**config.mk**
```make
export PLATFORM = sky130hd
export DESIGN_NAME = iter_div
export DESIGN_NICKNAME = d
export VERILOG_FILES = /design/src/rtl/iter_div.sv
export SDC_FILE = /design/constraint.sdc
export NUM_CORES = 1
export LEC_CHECK = 0
export BUFFER_PORTS_ARGS = -buffer_cell sky130_fd_sc_hd__buf_2
export CAP_MARGIN = 40
export CORE_ASPECT_RATIO = 1.5
export CORE_MARGIN = 4
export CORE_UTILIZATION = 30
export DETAILED_ROUTE_END_ITERATION = 10
export SLEW_MARGIN = 0
export SYNTH_ARGS = -nofsm -noshare
export SYNTH_HDL_FRONTEND = slang
export SYNTH_SLANG_ARGS = --single-unit
```
**constraint.sdc**
```tcl
create_clock -name clk -period 3.6 [get_ports clk]
set_input_delay 1.08 -clock clk [delete_from_list [all_inputs] [get_ports clk]]
set_output_delay 1.08 -clock clk [all_outputs]
set_load 0.005 [all_outputs]
```
**src/rtl/iter_div.sv**
```systemverilog
`timescale 1ns/1ps
// Iterative radix-2 restoring 32-bit divider, fixed 35-cycle occupancy, {quotient, remainder} result.
// Optional abort port div_flush is built when ITER_DIV_FLUSH_EN is defined.
module iter_div #(
  parameter int unsigned SIGNED = 1
) (
  input  logic                 clk,
  input  logic                 resetn,
`ifdef ITER_DIV_FLUSH_EN
  input  logic                 div_flush,
`endif
  input  logic                 s_axis_dividend_tvalid,
  output logic                 s_axis_dividend_tready,
  input  logic [31:0]          s_axis_dividend_tdata,
  input  logic                 s_axis_divisor_tvalid,
  output logic                 s_axis_divisor_tready,
  input  logic [31:0]          s_axis_divisor_tdata,
  output logic                 m_axis_dout_tvalid,
  output logic [63:0]          m_axis_dout_tdata
);

  localparam int unsigned W  = 32;
  localparam int unsigned CW = 6;

  typedef enum logic [1:0] {
    S_IDLE,
    S_CALC,
    S_FIX,
    S_DONE
  } state_t;

  state_t          state;
  logic [CW-1:0]   cnt;
  logic [W-1:0]    quo;
  logic [W-1:0]    rem;
  logic [W-1:0]    dvs_mag;
  logic            sgn_a;
  logic            sgn_b;
  logic            dvs_zero;

  logic            flush;
  logic            accept;
  logic            in_sgn_a;
  logic            in_sgn_b;
  logic [W:0]      shifted;
  logic [W:0]      diff;
  logic [W-1:0]    q_fix;
  logic [W-1:0]    r_fix;

`ifdef ITER_DIV_FLUSH_EN
  assign flush = div_flush;
`else
  assign flush = 1'b0;
`endif

  assign s_axis_dividend_tready = (state == S_IDLE);
  assign s_axis_divisor_tready  = (state == S_IDLE);

  assign accept = (state == S_IDLE) && s_axis_dividend_tvalid && s_axis_divisor_tvalid && !flush;

  assign in_sgn_a = (SIGNED != 0) && s_axis_dividend_tdata[W-1];
  assign in_sgn_b = (SIGNED != 0) && s_axis_divisor_tdata[W-1];

  // One restoring step: shift in next dividend bit, trial-subtract the divisor magnitude
  assign shifted = {rem, quo[W-1]};
  assign diff    = shifted - {1'b0, dvs_mag};

  // With a zero divisor every trial succeeds, leaving rem = |dividend|; undo the magnitude to return the dividend
  assign q_fix = dvs_zero ? '1 : ((sgn_a ^ sgn_b) ? -quo : quo);
  assign r_fix = sgn_a ? -rem : rem;

  always_ff @(posedge clk) begin
    if (!resetn) begin
      state              <= S_IDLE;
      cnt                <= '0;
      quo                <= '0;
      rem                <= '0;
      dvs_mag            <= '0;
      sgn_a              <= 1'b0;
      sgn_b              <= 1'b0;
      dvs_zero           <= 1'b0;
      m_axis_dout_tvalid <= 1'b0;
      m_axis_dout_tdata  <= '0;
    end else begin
      m_axis_dout_tvalid <= 1'b0;
      case (state)
        S_IDLE: begin
          if (accept) begin
            sgn_a    <= in_sgn_a;
            sgn_b    <= in_sgn_b;
            dvs_zero <= (s_axis_divisor_tdata == '0);
            quo      <= in_sgn_a ? -s_axis_dividend_tdata : s_axis_dividend_tdata;
            dvs_mag  <= in_sgn_b ? -s_axis_divisor_tdata : s_axis_divisor_tdata;
            rem      <= '0;
            cnt      <= '0;
            state    <= S_CALC;
          end
        end
        S_CALC: begin
          if (flush) begin
            state <= S_IDLE;
          end else begin
            if (!diff[W]) begin
              rem <= diff[W-1:0];
              quo <= {quo[W-2:0], 1'b1};
            end else begin
              rem <= shifted[W-1:0];
              quo <= {quo[W-2:0], 1'b0};
            end
            cnt <= cnt + CW'(1);
            if (cnt == CW'(W - 1)) begin
              state <= S_FIX;
            end
          end
        end
        S_FIX: begin
          if (flush) begin
            state <= S_IDLE;
          end else begin
            m_axis_dout_tdata  <= {q_fix, r_fix};
            m_axis_dout_tvalid <= 1'b1;
            state              <= S_DONE;
          end
        end
        S_DONE: begin
          state <= S_IDLE;
        end
        default: begin
          state <= S_IDLE;
        end
      endcase
    end
  end

endmodule

```
* After elaboration in Yosys (flattened, before gate mapping)
Index checks and enable logic that the tools add are counted.
Storage, ports and cells: bits in registers 172, word-level logic and storage cells 48
Cells by class: add/sub/neg operators 6, equality and inequality tests 6, muxes and demuxes 17, bitwise operators 1, reduce and logical (&&, ||, !) cells 8
Operators with widths (number):
- 32-bit two-way mux | 8
- 32-bit negator | 4
- 32-bit one-hot mux with 2 select lines | 2
- 33-bit by 32-bit subtractor with 33-bit output | 1
- 32-bit logical NOT | 1
- 6-bit one-hot mux with 2 select lines | 1
- 2-bit one-hot mux with 4 select lines | 1
- 6-bit by 1-bit adder with 6-bit output, second input constant | 1
- 6-bit by 5-bit == test with 1-bit output, second input constant | 1
- 6-bit two-way mux | 1
- 2-bit AND reduction | 3
- 2-bit == test, second input constant | 2
- 2-bit two-way mux | 2
- 2-bit by 1-bit == test with 1-bit output, second input constant | 1
- 1-bit logical AND | 2
- 2-bit logical NOT | 1
- 1-bit two-way mux | 2
- 2-bit by 1-bit inequality test with 1-bit output, second input constant | 1
- 2-bit inequality test, second input constant | 1
- 2-bit nonzero test | 1
- 1-bit bitwise XOR | 1

* Depth between registers and ports, before layout
depth after elaboration 5, mapped depth 13

* Worst setup path after synthesis
Ideal clock, no wire load.
kind input to register, from input s_axis_divisor_tdata[1], to register dvs_mag[24], library setup time 80 ps, arrival time 3490 ps, required time 3520 ps, slack 30 ps, stages on the path 11, buffers on the path 1, path through inv_1 > ha_1 > or4b_4 > or3_4 > or3_4 > or2_1 > buf_6 > o31a_2 > xor2_1 > nor2_1 > nor3b_1
Between the ends: word-level cells in the longest chain between the ends 2
Ends and longest elaborated chain:
- from (decl) | line 17 | input logic [31:0] s_axis_divisor_tdata,
- 32-bit negator | line 93 | dvs_mag <= in_sgn_b ? -s_axis_divisor_tdata : s_axis_divisor_tdata;
- 32-bit two-way mux | line 93
- to (signal assigned) | line 93
- to (decl) | line 36 | logic [W-1:0] dvs_mag;
Every way passes these cells. A chain may end at the register's enable or synchronous reset.

* Final worst setup path
from register quo[31], to register rem[6]
Between the ends: word-level cells in the longest chain between the ends 3
Ends and longest elaborated chain:
- from (decl) | line 34 | logic [W-1:0] quo;
- from (signal assigned) | line 92 | quo <= in_sgn_a ? -s_axis_dividend_tdata : s_axis_dividend_tdata;
- from (signal assigned) | line 105 | quo <= {quo[W-2:0], 1'b1};
- from (signal assigned) | line 108 | quo <= {quo[W-2:0], 1'b0};
- 33-bit by 32-bit subtractor with 33-bit output | line 66 | assign diff = shifted - {1'b0, dvs_mag};
- 32-bit two-way mux | line 103 | if (!diff[W]) begin
- 32-bit one-hot mux with 2 select lines | line 86 | case (state)
- to (signal assigned) | line 104 | rem <= diff[W-1:0];
- to (signal assigned) | line 107 | rem <= shifted[W-1:0];
- to (decl) | line 35 | logic [W-1:0] rem;
Every way passes these cells.

==> results.yml <==
routing:
  drtAntennaViolNets: 0
  wl_per_cell_um: 16.6
  routed_via_density: 5.30
  drc: 0
  drt-total-wl_mm: 32.3
  first_iter_violations: 942
  dr_wl_met2_mm: 15.6
  top_layer: "met4"
  vias: 10266
  firstDrtPassIters: 9
  wl_met3_mm: 1.78
  met1Wirelength_mm: 14.2
critical_path:
  crit_arrival_ns: 3.71
  path_class: "flop to flop"
  endpoint_kind: "flop"
  required_ns: 3.92
  crit_path_max_fanout: 22
  cp-start-kind: "flop"
cts:
  cts.path.max_buffers: 2
  htreeDepth: 4
  cts_tree: "done"
  hold_buffers: 0
  path_clk_slew_ns: 0.06
  cts_resized: 0
  numCtsBuffers: 17
  numClockSinks: 172
  cts_setup_buffers: 0
  clkLatencyLatePin_ns: 0.44
  cts_root_buf: "clkbuf_16"
power:
  pwr_density_cell_nw_per_um2: 533
  p_switching_mw: 2.54
  seq_power_share: 0.346
  power_frac_comb: 0.381
  p_int_mw: 4.44
  sw_frac_of_total: 0.364
  peakVddDrop_uv: 322
  p_leak_nw: 5.95
  clkPwrFrac: 0.272
  p_total_mw: 6.98
placement:
  port-buffer-count: 134
  gp_congestion: 0.869
  hpwl_mm: 24.4
cells_and_area:
  regArea_um2: 3440
  num-fill-cells: 3907
  area_growth_pct: 17.8
  diodes: 0
  layout-drive-gt1-share: 0.185
  multi_input_area_um2: 7080
  finalNetCount: 1553
  final_util: 0.357
grt:
  grt_pass1_wl_mm: 51.1
  antenna_found_initial: 0
  grt_pass1_vias: 9684
  grt_max_degree: 157
  grtUsageTotal: 0.157
  overflow: 0
floorplanning:
  chipWidth_um: 165
  dieArea_um2: 40200
  core-area_um2: 36700
  row_count: 86
  fp.dieH_um: 244
  initial_core_util: 0.303
  num_io_pins: 135
timing:
  hold_viol: 0
  finalCriticalPeriod_ns: 3.39
  holdWs_ns: 0.473
  setup-tns-final_ns: 0
  worstMarginPinSlew_ns: 0.774
  maxSlewViolCount: 0
  final.setup_skew_ns: 0.00964
  setup_viol: 0
  rsz0062_at_grt: "false"
  fin_crit_sh: 0.942
  relSlewSlack: 0.479
  clock.fmax_mhz: 295
logic_synthesis:
  ys_seq_area_frac: 0.310
  syn_avg_cell_area_um2: 8.38
  synth_xor_area_frac: 0.118
  synth_mux_area_frac: 0.00822
  netlist_instances: 1326
  synthArstFlopShare: 0
  synth_compound_area_frac: 0.274
  synth_adder_area_share: 0.0469
  synth_top_family_by_area: "compound AO/OA/AOI/OAI gates"
  synthTopCellsByCount: "dfxtp_1, nand2_1, xor2_1"
  yosysTopAreaCell: "dfxtp_1"
  synthTopCellsByArea: "dfxtp_1, xor2_1, xnor2_1"
  yosys_warnings: 0
  synth_cell_types: 76
  synth.most_common_cell: "dfxtp_1"
  syn_nets: 1435
  synthesis.area_um2: 11100
  synth.top_cell.area_share: 0.310
  synthSimpleGateAreaFrac: 0.188
  synth-edff-count: 0
  ys_ff_latch: 172
  ys.flop_type: "dfxtp_1"
status:
  status: "finished, final reports clean"
job:
  drv_cap: 0
worst_hold_path:
  hold_path_class: "flop to flop"
[final cells by class]
class | instances | share of cell area
multi-input cells | 1007 | 0.541
flip-flops and latches | 172 | 0.263
repair buffers | 192 | 0.0882
well taps | 484 | 0.0463
clock buffers | 20 | 0.0349
inverters | 54 | 0.0155
clock inverters | 9 | 0.0106
[metrics by stage]
stage | setup WS [ns] | instance area [um2] | cells
2_1_floorplan | 0.0301 | 11100 | 1326
3_3_place_gp | -0.122 | 12500 | 1907
3_5_place_dp | -0.132 | 12500 | 1909
4_1_cts | 0.211 | 13100 | 1938
5_1_grt | 0.0515 | 13100 | 1938
6_report | 0.208 | 13100 | 1938
[worst max-delay path, stage by stage (launching register included)]
cell,delay [ns]
dfxtp_1,0.33
inv_1,0.08
ha_1,0.23
fa_1,0.41
nor2b_1,0.21
o31ai_1,0.14
a211o_1,0.33
a2111o_1,0.51
a21oi_2,0.20
nor3_2,0.07
or2_4,0.36
a221o_1,0.38
[routing by layer]
metal / global-route usage / vias to the layer above
met3: 0.0227 / 43
met1: 0.203 / 4814
li1: - / 5105
met4: 0.0494 / 0
met2: 0.267 / 304
met5: 0 / -
[sequential cells by signal, indices dropped and copies added (netlist names)]
signal,count
m_axis_dout_tvalid,1
quo,32
cnt,6
dvs_zero,1
state,2
dvs_mag,32
rem,32
sgn_b,1
sgn_a,1
m_axis_dout_tdata,64
[layout by cell type (no fill, tap or decap), types with 25 or more instances in the layout]
cell type	n
xnor2_1	66
a21oi_1	62
xor2_1	84
inv_1	54
o21ai_0	74
ha_1	39
dfxtp_1	172
o211a_1	52
buf_2	133
and3_1	25
o31ai_1	31
nand2_1	149
nor2b_1	39
a221o_1	27
a222oi_1	26
nor2_1	56
buf_4	55
[path summary, 6_finish.rpt]
path	start	end	slack, ns	cells after the start
worst max-delay path	quo[31]	rem[6]	0.21	11
worst min-delay path	m_axis_dout_tdata[6]	m_axis_dout_tdata[6]	0.47	1
worst max register to register	quo[31]	rem[6]	0.21	11
worst min register to register	m_axis_dout_tdata[6]	m_axis_dout_tdata[6]	0.47	1
[power by group through the flow]
stage / logic, mW / registers, mW / clock network (mW)
2_1_floorplan: 1.80 / 2.42 / 0
3_3_place_gp: 2.62 / 2.45 / 0
3_5_place_dp: 2.65 / 2.46 / 0
4_1_cts: 2.67 / 2.42 / 1.96
5_1_grt: 2.94 / 2.45 / 2.03
6_report: 2.66 / 2.42 / 1.90
[logic make-up after synthesis]
kind of cell / Yosys count
buffers and inverters: 147
XOR/XNOR: 150
multiplexers: 9
adder cells (fa/ha/maj): 41
AND/OR/NAND/NOR: 412
flip-flops: 172
AO/OA/AOI/OAI: 395
Power figures use the tool's default switching activity.
